--- src/rtl/response_encoder.sv ---
// Response encoder: serialises pixel and palette readback results into byte
// frames for a UART transmitter.
// Optional feature: define RESP_CHECKSUM_EN to append an XOR checksum byte to
// every frame.
module response_encoder #(
   parameter int unsigned SCREEN_W = 320,
   parameter int unsigned SCREEN_H = 200
) (
   input  logic        clk,
   input  logic        reset,
   input  logic        pix_req_valid,
   input  logic [15:0] pix_req_x,
   input  logic [15:0] pix_req_y,
   input  logic        pal_req_valid,
   input  logic [7:0]  pal_req_index,
   output logic        encoder_ready,
   output logic [8:0]  fb_read_x,
   output logic [7:0]  fb_read_y,
   input  logic [7:0]  fb_read_data,
   output logic [7:0]  palette_read_index,
   input  logic [3:0]  palette_read_r,
   input  logic [3:0]  palette_read_g,
   input  logic [3:0]  palette_read_b,
   output logic [7:0]  tx_data,
   output logic        tx_data_valid,
   input  logic        tx_ready
);

   typedef enum logic [1:0] {StIdle, StAddr, StCapt, StSend} state_e;
   typedef enum logic [1:0] {KindPix, KindPal, KindErr} kind_e;

   localparam logic [15:0] ScreenW = 16'(SCREEN_W);
   localparam logic [15:0] ScreenH = 16'(SCREEN_H);

   // Index of the final byte of each frame type
`ifdef RESP_CHECKSUM_EN
   localparam logic [2:0] PixLast = 3'd6;
   localparam logic [2:0] PalLast = 3'd5;
   localparam logic [2:0] ErrLast = 3'd2;
`else
   localparam logic [2:0] PixLast = 3'd5;
   localparam logic [2:0] PalLast = 3'd4;
   localparam logic [2:0] ErrLast = 3'd1;
`endif

   state_e      state_q, state_d;
   kind_e       kind_q;
   logic [2:0]  idx_q;
   logic [15:0] x_q, y_q;
   logic [7:0]  color_q;
   logic [3:0]  r_q, g_q, b_q;
`ifdef RESP_CHECKSUM_EN
   logic [7:0]  csum_q;
`endif

   logic        in_range;
   logic [2:0]  last_idx;
   logic        byte_done;
   logic [7:0]  byte_sel;

   assign in_range  = (pix_req_x < ScreenW) && (pix_req_y < ScreenH);
   assign byte_done = (state_q == StSend) && tx_ready;

   // Frame byte selection and frame length per frame type
   always_comb begin
      byte_sel = 8'h00;
      last_idx = ErrLast;
      unique case (kind_q)
         KindPix: begin
            last_idx = PixLast;
            case (idx_q)
               3'd0:    byte_sel = 8'h81;
               3'd1:    byte_sel = x_q[15:8];
               3'd2:    byte_sel = x_q[7:0];
               3'd3:    byte_sel = y_q[15:8];
               3'd4:    byte_sel = y_q[7:0];
               3'd5:    byte_sel = color_q;
`ifdef RESP_CHECKSUM_EN
               default: byte_sel = csum_q;
`else
               default: byte_sel = 8'h00;
`endif
            endcase
         end
         KindPal: begin
            last_idx = PalLast;
            case (idx_q)
               3'd0:    byte_sel = 8'h82;
               3'd1:    byte_sel = palette_read_index;
               3'd2:    byte_sel = {r_q, r_q};
               3'd3:    byte_sel = {g_q, g_q};
               3'd4:    byte_sel = {b_q, b_q};
`ifdef RESP_CHECKSUM_EN
               default: byte_sel = csum_q;
`else
               default: byte_sel = 8'h00;
`endif
            endcase
         end
         default: begin
            last_idx = ErrLast;
            case (idx_q)
               3'd0:    byte_sel = 8'hEE;
               3'd1:    byte_sel = 8'h01;
`ifdef RESP_CHECKSUM_EN
               default: byte_sel = csum_q;
`else
               default: byte_sel = 8'h00;
`endif
            endcase
         end
      endcase
   end

   // Next-state logic and handshake outputs
   always_comb begin
      state_d       = state_q;
      encoder_ready = 1'b0;
      tx_data_valid = 1'b0;
      tx_data       = 8'h00;
      unique case (state_q)
         StIdle: begin
            encoder_ready = 1'b1;
            if (pix_req_valid) begin
               state_d = in_range ? StAddr : StSend;
            end else if (pal_req_valid) begin
               state_d = StAddr;
            end
         end
         StAddr: state_d = StCapt;
         StCapt: state_d = StSend;
         StSend: begin
            tx_data_valid = 1'b1;
            tx_data       = byte_sel;
            if (tx_ready && (idx_q == last_idx)) begin
               state_d = StIdle;
            end
         end
         default: state_d = StIdle;
      endcase
   end

   // State, request capture, read-data capture and byte index
   always_ff @(posedge clk) begin
      if (reset) begin
         state_q            <= StIdle;
         kind_q             <= KindPix;
         idx_q              <= 3'd0;
         x_q                <= 16'h0000;
         y_q                <= 16'h0000;
         color_q            <= 8'h00;
         r_q                <= 4'h0;
         g_q                <= 4'h0;
         b_q                <= 4'h0;
         fb_read_x          <= 9'h000;
         fb_read_y          <= 8'h00;
         palette_read_index <= 8'h00;
`ifdef RESP_CHECKSUM_EN
         csum_q             <= 8'h00;
`endif
      end else begin
         state_q <= state_d;
         if (state_q == StIdle) begin
            if (pix_req_valid) begin
               x_q <= pix_req_x;
               y_q <= pix_req_y;
               if (in_range) begin
                  kind_q    <= KindPix;
                  fb_read_x <= pix_req_x[8:0];
                  fb_read_y <= pix_req_y[7:0];
               end else begin
                  kind_q <= KindErr;
               end
            end else if (pal_req_valid) begin
               kind_q             <= KindPal;
               palette_read_index <= pal_req_index;
            end
         end
         if (state_q == StCapt) begin
            if (kind_q == KindPix) begin
               color_q <= fb_read_data;
            end else begin
               r_q <= palette_read_r;
               g_q <= palette_read_g;
               b_q <= palette_read_b;
            end
         end
         if (byte_done) begin
            idx_q <= (idx_q == last_idx) ? 3'd0 : idx_q + 3'd1;
`ifdef RESP_CHECKSUM_EN
            csum_q <= (idx_q == last_idx) ? 8'h00 : csum_q ^ byte_sel;
`endif
         end
      end
   end

endmodule

--- config.mk ---
export PLATFORM = sky130hd
export DESIGN_NAME = response_encoder
export DESIGN_NICKNAME = d
export VERILOG_FILES = /design/src/rtl/response_encoder.sv
export SDC_FILE = /design/constraint.sdc
export NUM_CORES = 1
export LEC_CHECK = 0
export ABC_AREA = 1
export CORE_UTILIZATION = 44
export DETAILED_ROUTE_END_ITERATION = 8
export MAX_ROUTING_LAYER = met4
export PLACE_DENSITY = 0.86
export SLEW_MARGIN = 20
export SYNTH_ARGS = -nofsm -noshare
export SYNTH_HDL_FRONTEND = slang
export SYNTH_SLANG_ARGS = --single-unit
--- constraint.sdc ---
create_clock -name clk -period 1.45 [get_ports clk]
set_input_delay 0.145 -clock clk [delete_from_list [all_inputs] [get_ports clk]]
set_output_delay 0.145 -clock clk [all_outputs]
set_load 0.02 [all_outputs]
==> results by group <==
CTS
  – Maximum number of buffers from clock root to sink: 2
  – Htree depth: 3
  – Clock slew at reported path FFs: 0.09 ns
  – Count of hold-fix buffers inserted at cts: 0
  – Clock buffers created by TritonCTS: 9
  – Skew-Pair Late Insertion Delay: 0.36 ns
  – Clock tree sinks: 84
  – Buffer type at the clock tree root: clkbuf_8
  – Clock tree from TritonCTS: built

Routing
  – Routed via count: 4674
  – Antenna viol nets, final: 0
  – Via/cell ratio: 5.60
  – Drt wl/cell: 17.2 um
  – Post-detailed-route DRC marker count: 0
  – DR pass1 iterations: 8
  – Drt total wl: 14300 um
  – Iter 0 DRT Violations: 592

Worst setup path
  – Data arrival time of the critical path: 1.89 ns
  – Critical Path RT: 1.31 ns
  – Largest fanout of any net on the critical path: 8
  – Class of the most critical setup path: reg -> out
  – Kind of capture point of the worst setup path: output port
  – Sort of element at the start of the critical path: register

Timing
  – Highest clock rate: 491 MHz
  – Share of the clock period used by the worst path after layout: 141%
  – TNS Setup: -5.00 ns
  – Number of slew-limit violations in the final report: 0
  – Tightest Pin Transition: 0.329 ns
  – Final Hold Vio Count: 0
  – Final setup viols: 23
  – Worst setup margin: -0.588 ns
  – Setup repair after global routing missed its margin: yes
  – Slew HR: 77.9%
  – Worst clock skew on the final layout: 0.0159 ns
  – Shortest clock period the worst path allows after layout: 2.04 ns

Die
  – Initial Util: 46.0%
  – Total Die Area: 9100 um2
  – Horizontal extent of the die: 95.4 um
  – Number of top-level pins: 100
  – Floorplan row count: 33
  – Die height: 95.4 um
  – Total core area: 8340 um2

Final layout
  – Post-Layout Inst Area: 6270 um2
  – Number of diodes: 0
  – Layout Nets: 798
  – Core utilization of the finished layout: 75.2%
  – Area grow syn2layout: 63.5%
  – Layout cell share with drive strength beyond 1: 31.1%
  – Most common library cell in the layout ignoring fill and taps: nor2_1
  – Commonest non-fill, non-tap cells in the layout: nor2_1 (103), dfxtp_1 (77), nand2_1 (75)
  – Number of standard cells in the layout, taps in and fillers out: 835

Run
  – Max-capacitance violation count: 0

GRT
  – Overflow left after global routing: 0
  – Global-route wire length before repair: 19900 um
  – GRT Overall Usage: 29.2%
  – Number of antenna violations at the first check in global routing: 0
  – Largest net degree at the start of global routing: 45
  – Number of global-route vias before repair: 4199

Synthesis
  – Share of Yosys cell area claimed by the top area cell type: 43.8%
  – FF+latch count, synth: 84
  – Portion of the post-synthesis area used by sequential elements: 43.8%
  – Number of nets in the synthesized netlist: 632
  – Netlist area before placement: 3840 um2
  – Average footprint of a synthesized cell: 6.86 um2
  – Cell types with the largest area share after synthesis: dfxtp_1 (44%), nor2_1 (12%), nand2_1 (11%)
  – Gate Count Post-Synth: 559
  – Warnings from Yosys: 0
  – Netlist cell types: 30
  – Largest area contributor in the netlist: dfxtp_1

Power
  – Clock group share of total power: 24.2%
  – IR drop worst, VDD: 0.697 mV
  – Switching Share: 36.5%
  – Power share of the combinational group: 36.9%
  – Leakage Power: 2.82 nW
  – Switching power total: 2.92 mW
  – Power Density: 1280 nW/um2
  – Sequential power share: 38.9%
  – Internal Power: 5.09 mW

Place
  – Cell area reported after detailed placement: 5380 um2
  – Cells after DPL: 793
  – Placer Congestion: 0.958
  – Number of port buffers: 99
  – Total half-perimeter wirelength after legalization and detailed placement: 8420 um

Status
  – Violations in the final reports: setup timing
  – Outcome: finished with violations

Min path
  – HP Class: in -> reg
==> power by group through the flow <==
stage / combinational (mW) / sequential (mW) / clock [mW]
floorplan: 1.30 / 3.03 / 0
global placement: 2.22 / 3.07 / 0
detailed placement: 2.30 / 3.08 / 0
CTS: 2.47 / 3.05 / 1.91
global route: 3.20 / 3.14 / 2.04
finish: 2.96 / 3.12 / 1.94
==> synthesized netlist by cell type (all sizes together) <==
cell,n
inv,54
dfxtp,84
nand2,121
nor3,6
nand4,3
o31ai,2
a22oi,1
o21ai,66
buf,15
nor2,123
o22ai,4
o21bai,1
clkbuf,8
clkinv,1
a22o,1
a21boi,1
nand3,13
a211oi,3
ha,8
a21oi,44
==> flip-flops by register name (all words and copies together), names as in the netlist <==
| name | count |
|---|---|
| x_q | 16 |
| y_q | 16 |
| fb_read_x | 9 |
| color_q | 8 |
| fb_read_y | 8 |
| palette_read_index | 8 |
| b_q | 4 |
| g_q | 4 |
| r_q | 4 |
| idx_q | 3 |
| kind_q | 2 |
| state_q | 2 |
==> path summary, 6_finish.rpt <==
check / slack, ns / start / end / cells after the start
worst max register to register: -0.09 / state_q[1] / color_q[1] / 8
worst min register to register: 0.48 / palette_read_index[2] / palette_read_index[2] / 2
worst max-delay path: -0.59 / idx_q[1] / tx_data[6] / 11
worst min-delay path: 0.25 / pix_req_x[7] / x_q[7] / 3
==> critical path, cell delays in order (launching register included) <==
cell	delay, ns
dfxtp_4	0.37
inv_2	0.07
ha_2	0.21
nand2_1	0.08
inv_2	0.16
nand2_1	0.07
nand3_1	0.08
nor2_1	0.04
nor2_1	0.10
nor2_1	0.07
a21boi_2	0.14
buf_6	0.14
==> area by class of cell <==
class                      instances  area, um2
fill                             537       2070
multi-input combinational        397       2250
inverter                          55        238
timing repair buffer             175       1710
timing repair inverter             3       17.5
tap                              105        131
clock buffer                       9        124
clock inverter                     7        103
sequential                        84       1700
==> per-layer routing <==
| layer | track usage, % | vias up | share of wire (%) | routed length [um] |
|---|---|---|---|---|
| met5 | - | - | 0 | 0 |
| met4 | 11.2 | 0 | 5.3 | 756 |
| met3 | 4.70 | 95 | 8.4 | 1200 |
| met2 | 49.5 | 313 | 49 | 7020 |
| met1 | 34.6 | 2149 | 37 | 5370 |
| li1 | - | 2117 | - | - |
==> kinds of logic (layout without fill, tap and decap cells) <==
family,count (synthesis),in the layout,synth area share [%]
buffers and inverters,78,249,8.84
AND/OR/NAND/NOR,266,266,27.9
flip-flops,84,84,43.8
adder cells (fa/ha/maj),8,8,2.61
AO/OA/AOI/OAI,123,123,16.8
==> per-stage QoR <==
step | hold slack [ns] | setup WS [ns] | power [mW]
finish | 0.247 | -0.588 | 8.02
detailed placement | 0.477 | -0.761 | 5.38
global placement | 0.465 | -0.652 | 5.29
floorplan | 0.207 | -0.0421 | 4.33
CTS | 0.236 | -0.533 | 7.43
global route | 0.255 | -0.677 | 8.38
==> timing repair <==
action                     4_1_cts  5_1_grt
setup buffers                    8       14
setup endpoints to repair       81       68
gates resized for setup        144       87
gates cloned                     5        3
pin swaps                       28       22
Note: power is estimated with default switching activity, not from simulation.
